<file path="src/rtl/if_id_skid_reg_pkg.sv">
// Shared IF/ID pipeline definitions: stage state encoding, bubble payload
// defaults and the payload bundle width helper.
package if_id_skid_reg_pkg;

  localparam logic [1:0] ST_EMPTY = 2'd0;
  localparam logic [1:0] ST_FULL  = 2'd1;
  localparam logic [1:0] ST_SKID  = 2'd2;

  localparam logic [31:0] NOP_INST_DEF = 32'h00000013;
  localparam logic [31:0] NOP_PC_DEF   = 32'h00000000;

  function automatic int payload_w(input int pc_w, input int inst_w, input int side_w);
    return pc_w + inst_w + side_w;
  endfunction

endpackage

</file>
<file path="src/rtl/if_id_skid_reg_sat_counter.sv">
// Saturating up-counter with synchronous clear; clear wins over increment.
module sat_counter #(
  parameter int CNT_W = 16
) (
  input  logic             clk,
  input  logic             rst_n,
  input  logic             inc,
  input  logic             clr,
  output logic [CNT_W-1:0] cnt
);

  always_ff @(posedge clk or negedge rst_n) begin
    if (!rst_n) begin
      cnt <= '0;
    end else if (clr) begin
      cnt <= '0;
    end else if (inc && !(&cnt)) begin
      cnt <= cnt + 1'b1;
    end
  end

endmodule

</file>
<file path="src/rtl/if_id_skid_reg.sv">
// IF/ID stage register with valid/ready handshake and a 2-entry skid buffer,
// flush with NOP injection and a decode-starvation bubble counter.
module if_id_skid_reg
  import if_id_skid_reg_pkg::*;
#(
  parameter int                PC_W     = 32,
  parameter int                INST_W   = 32,
  parameter int                SIDE_W   = 8,
  parameter logic [INST_W-1:0] NOP_INST = INST_W'(NOP_INST_DEF),
  parameter logic [PC_W-1:0]   NOP_PC   = PC_W'(NOP_PC_DEF),
  parameter int                CNT_W    = 16
) (
  input  logic              clk_IFID,
  input  logic              rst_n_IFID,
  input  logic              valid_in,
  output logic              ready_in,
  input  logic [PC_W-1:0]   pc_in,
  input  logic [INST_W-1:0] inst_in,
  input  logic [SIDE_W-1:0] side_in,
  input  logic              flush,
  output logic              valid_out,
  input  logic              ready_ds,
  output logic [PC_W-1:0]   pc_out,
  output logic [INST_W-1:0] inst_out,
  output logic [SIDE_W-1:0] side_out,
  output logic [1:0]        occupancy,
  input  logic              cnt_clr,
  output logic [CNT_W-1:0]  bubble_cnt
);

  localparam int PAYLOAD_W = payload_w(PC_W, INST_W, SIDE_W);
  localparam logic [PAYLOAD_W-1:0] NOP_PAYLOAD = {NOP_PC, NOP_INST, {SIDE_W{1'b0}}};

  logic [1:0]           state_q;
  logic [PAYLOAD_W-1:0] main_q;
  logic [PAYLOAD_W-1:0] skid_q;
  logic [PAYLOAD_W-1:0] payload_in;
  logic                 in_fire;
  logic                 out_fire;

  assign payload_in = {pc_in, inst_in, side_in};

  // Handshake flags come straight from the state register so ready_in never
  // has a combinational path from ready_ds.
  assign valid_out = (state_q != ST_EMPTY);
  assign ready_in  = (state_q != ST_SKID);
  assign occupancy = state_q;
  assign in_fire   = valid_in & ready_in;
  assign out_fire  = valid_out & ready_ds;

  assign {pc_out, inst_out, side_out} = main_q;

  // Every path into EMPTY reloads main with the NOP bundle, so the head
  // register alone supplies the bubble payload.
  always_ff @(posedge clk_IFID or negedge rst_n_IFID) begin
    if (!rst_n_IFID) begin
      state_q <= ST_EMPTY;
      main_q  <= NOP_PAYLOAD;
      skid_q  <= '0;
    end else if (flush) begin
      state_q <= ST_EMPTY;
      main_q  <= NOP_PAYLOAD;
      skid_q  <= '0;
    end else begin
      case (state_q)
        ST_EMPTY: begin
          if (in_fire) begin
            state_q <= ST_FULL;
            main_q  <= payload_in;
          end
        end
        ST_FULL: begin
          if (in_fire && out_fire) begin
            main_q <= payload_in;
          end else if (in_fire) begin
            state_q <= ST_SKID;
            skid_q  <= payload_in;
          end else if (out_fire) begin
            state_q <= ST_EMPTY;
            main_q  <= NOP_PAYLOAD;
          end
        end
        ST_SKID: begin
          if (out_fire) begin
            state_q <= ST_FULL;
            main_q  <= skid_q;
          end
        end
        default: begin
          state_q <= ST_EMPTY;
          main_q  <= NOP_PAYLOAD;
          skid_q  <= '0;
        end
      endcase
    end
  end

  sat_counter #(
    .CNT_W(CNT_W)
  ) u_bubble_cnt (
    .clk   (clk_IFID),
    .rst_n (rst_n_IFID),
    .inc   (!valid_out && ready_ds && !flush),
    .clr   (cnt_clr),
    .cnt   (bubble_cnt)
  );

endmodule

</file>
<file path="config.mk">
export PLATFORM = sky130hd
export DESIGN_NAME = if_id_skid_reg
export DESIGN_NICKNAME = d
export VERILOG_FILES = /design/src/rtl/if_id_skid_reg_pkg.sv /design/src/rtl/if_id_skid_reg_sat_counter.sv /design/src/rtl/if_id_skid_reg.sv
export SDC_FILE = /design/constraint.sdc
export NUM_CORES = 1
export LEC_CHECK = 0
export ABC_AREA = 1
export BUFFER_PORTS_ARGS = -buffer_cell sky130_fd_sc_hd__buf_2
export CAP_MARGIN = 20
export CORE_UTILIZATION = 55
export CTS_BUF_LIST = sky130_fd_sc_hd__clkbuf_4
export CTS_CLUSTER_SIZE = 12
export DETAILED_ROUTE_END_ITERATION = 12
export PLACE_DENSITY = 0.79
export SKIP_LAST_GASP = 1
export SLEW_MARGIN = 40
export SYNTH_ARGS = -nofsm -noshare
export SYNTH_HDL_FRONTEND = slang
export SYNTH_HIERARCHICAL = 1
export SYNTH_SLANG_ARGS = --single-unit
</file>
<file path="constraint.sdc">
create_clock -name clk_IFID -period 4.3 [get_ports clk_IFID]
set_input_delay 0.645 -clock clk_IFID [delete_from_list [all_inputs] [get_ports clk_IFID]]
set_output_delay 0.645 -clock clk_IFID [all_outputs]
set_load 0.05 [all_outputs]
</file>
==> impl_metrics.env <==
export IMPL_status="finished clean"
export IMPL_path_cells="clkinv_2 > nand2_1 > buf_2"
export IMPL_cts_max_level=4
export IMPL_clkSinkCount=162
export IMPL_cp_max_fo=48
export IMPL_drtIter0Drc=962
export IMPL_maxCapViolations=0
export IMPL_total_power_mw=4.05
export IMPL_fmax_mhz=298
export IMPL_layout_drive_gt1_share=0.160
export IMPL_fill_cells=1479
export IMPL_cts_tree="done"
export IMPL_netlist_area_sq_um=9030
export IMPL_ios=170
export IMPL_synthTopCellsByArea="dfrtp_1 (44%), nand2_1 (23%), nand3_1 (9.8%)"
export IMPL_grt_pass1_wl_mm=39.4
export IMPL_yosysWarningCount=6
export IMPL_fin_crit_ps=3360
export IMPL_skew_ps=19.3
export IMPL_num_vias=9035
export IMPL_wire_per_inst_um=14.4
export IMPL_cts_buffers=17
export IMPL_grt_pass1_vias=8028
export IMPL_synthTopCellsByCount="nand2_1 (545), nor2_1 (232), nand3_1 (177), dfrtp_1 (159), o21ai_0 (51)"
export IMPL_grt_use_total=0.297
export IMPL_critPathTopFamily="buffers and inverters"
export IMPL_worst_path_buf_inv=2
export IMPL_die_area_sq_um=16900
export IMPL_grt_max_degree=101
export IMPL_setup_violations=0
export IMPL_clkTransAtPathRegs_ps=120
export IMPL_finalWirelength_mm=24.3
export IMPL_crit_required_ps=3650
export IMPL_tns_ps=0
export IMPL_syn_avg_cell_area_sq_um=6.72
export IMPL_drcViolationCount=0
export IMPL_holdWs_ps=343
export IMPL_area_growth_pct=12.9
export IMPL_clockBufferDepth=2
export IMPL_clockRootBuffer="clkbuf_4"
export IMPL_synth_cell_types=31
export IMPL_ys_ff_latch=162
export IMPL_grt_antenna_before_repair=2
export IMPL_worstSetupEndpointType="output port"
export IMPL_drt_first_pass_iters=5
export IMPL_final_max_slew_viol_count=0
export IMPL_crit_path_start_kind="flip-flop"
export IMPL_slew_headroom=0.448
export IMPL_async_flop_share=1.00
export IMPL_grt_setup_unrepaired="false"
export IMPL_row_count=46
export IMPL_synth_nets=1422
export IMPL_coreArea_sq_um=15900
export IMPL_synthFlopType="dfrtp_1"
export IMPL_via_per_inst=5.36
export IMPL_path_class="reg -> out"
export IMPL_leakage_nw=5.33
export IMPL_hold_violations=0
export IMPL_synth_most_common_cell="nand2_1"
export IMPL_synth_edf_count=0
export IMPL_worst_pin_slew_ps=828
export IMPL_io_buffers=169
export IMPL_clk_latency_ps=570
export IMPL_irDropWorstVdd_mv=0.195
export IMPL_power_density_nw_per_um2=398
export IMPL_yosysTopAreaCell="dfrtp_1"
export IMPL_die_w_um=130
export IMPL_crit_slowest_cell="dfrtp_2"
export IMPL_r2r_slack_ps=960
export IMPL_yosysTopAreaCellShare=0.441
export IMPL_grt_overflow_total=0
export IMPL_post_route_period_util=0.781
export IMPL_die_y_um=130
export IMPL_hpwl_mm=15.1
export IMPL_fin_area_sq_um=10200
export IMPL_start_util=0.566
export IMPL_cts_resized_gates=0
export IMPL_fin_nets=1534
export IMPL_place_congestion=0.832
export IMPL_syn_inst=1343
export IMPL_post_dp_cell_area_sq_um=9870
export IMPL_crit_path_max_incr_delay_ps=750
export IMPL_seq_area_frac_synth=0.450
export IMPL_drtAntennaViolNets=0
export IMPL_crit_arrival_ps=2710
export IMPL_hp_class="in -> reg"
## registers in the layout (all words and copies together), names as in the netlist
signal	flops
main_q	72
u_bubble_cnt/cnt	16
skid_q	72
occupancy	2
## worst min-delay path: stages
cell	delay, ps
buf_2	110
nand2_1	60
o21ai_1	60
## cells by family after synthesis
family	count (synthesis)	share of synthesized area
AOI/OAI and AO/OA	86	0.0492
xor gates and xnor gates	3	0.00291
adders and majority gates	1	0.00139
buffers and inverters	114	0.0564
DFF	162	0.450
and+or+nand+nor	977	0.441
## path summary, 6_finish.rpt
| kind | cells past startpoint | startpoint | to |
|---|---|---|---|
| setup / recovery | 3 | occupancy[0] | ready_in |
| hold / removal | 3 | side_in[6] | skid_q[6] |
| setup reg to reg | 6 | occupancy[0] | main_q[20] |
| hold reg to reg | 2 | main_q[8] | main_q[8] |
| max in group asynchronous | 4 | rst_n_IFID | skid_q[42] |
| min in group asynchronous | 2 | rst_n_IFID | main_q[26] |
## power by group
part	switching, mW	internal, mW
Combinational	1.02	0.313
Clock	0.510	0.413
Sequential	0.109	1.69
## layout make-up
type	count	area [sq um]	share of cell area
flip-flops and latches	162	4060	0.399
well taps	216	270	0.0265
repair buffers	187	1030	0.101
inverters	20	76.3	0.00749
diodes	2	5.00	0.000491
clock inverters	10	116	0.0114
clock buffers	21	158	0.0155
multi-input cells	1067	4480	0.439
## per-layer routing
layer / track usage / up-vias / part of all wire
li1: - / 4469 / -
met1: 0.419 / 4149 / 0.45
met2: 0.462 / 377 / 0.46
met3: 0.0496 / 38 / 0.073
met4: 0.103 / 2 / 0.018
met5: 0 / - / 0.00041
## stage by stage
stage,worst slack [ps],utilization,std cells
2_1_floorplan,2110,-,1343
3_3_place_gp,1110,0.619,1650
3_5_place_dp,1050,0.619,1650
4_1_cts,937,0.636,1681
5_1_grt,688,0.639,1684
6_report,940,0.639,1685
## cells in the final DEF (no fill, tap or decap), types with 5 or more instances in the layout
master / synthesis / layout
buf_2: 41 / 168
clkbuf_4: 0 / 21
nand3_1: 177 / 177
nor2_1: 232 / 232
inv_1: 13 / 13
clkinv_1: 1 / 8
nor2_4: 4 / 5
inv_2: 6 / 5
a21oi_1: 5 / 5
nand2_1: 545 / 545
buf_4: 6 / 15
o21ai_0: 51 / 51
o21ai_1: 25 / 25
nand4_1: 6 / 6
dfrtp_1: 159 / 157
## what timing repair did
action / CTS / global route
buffers inserted: 0 / 0
hold buffers: 0 / 1
hold endpoints to repair: 0 / 33
(Power assumes the default switching activity.)
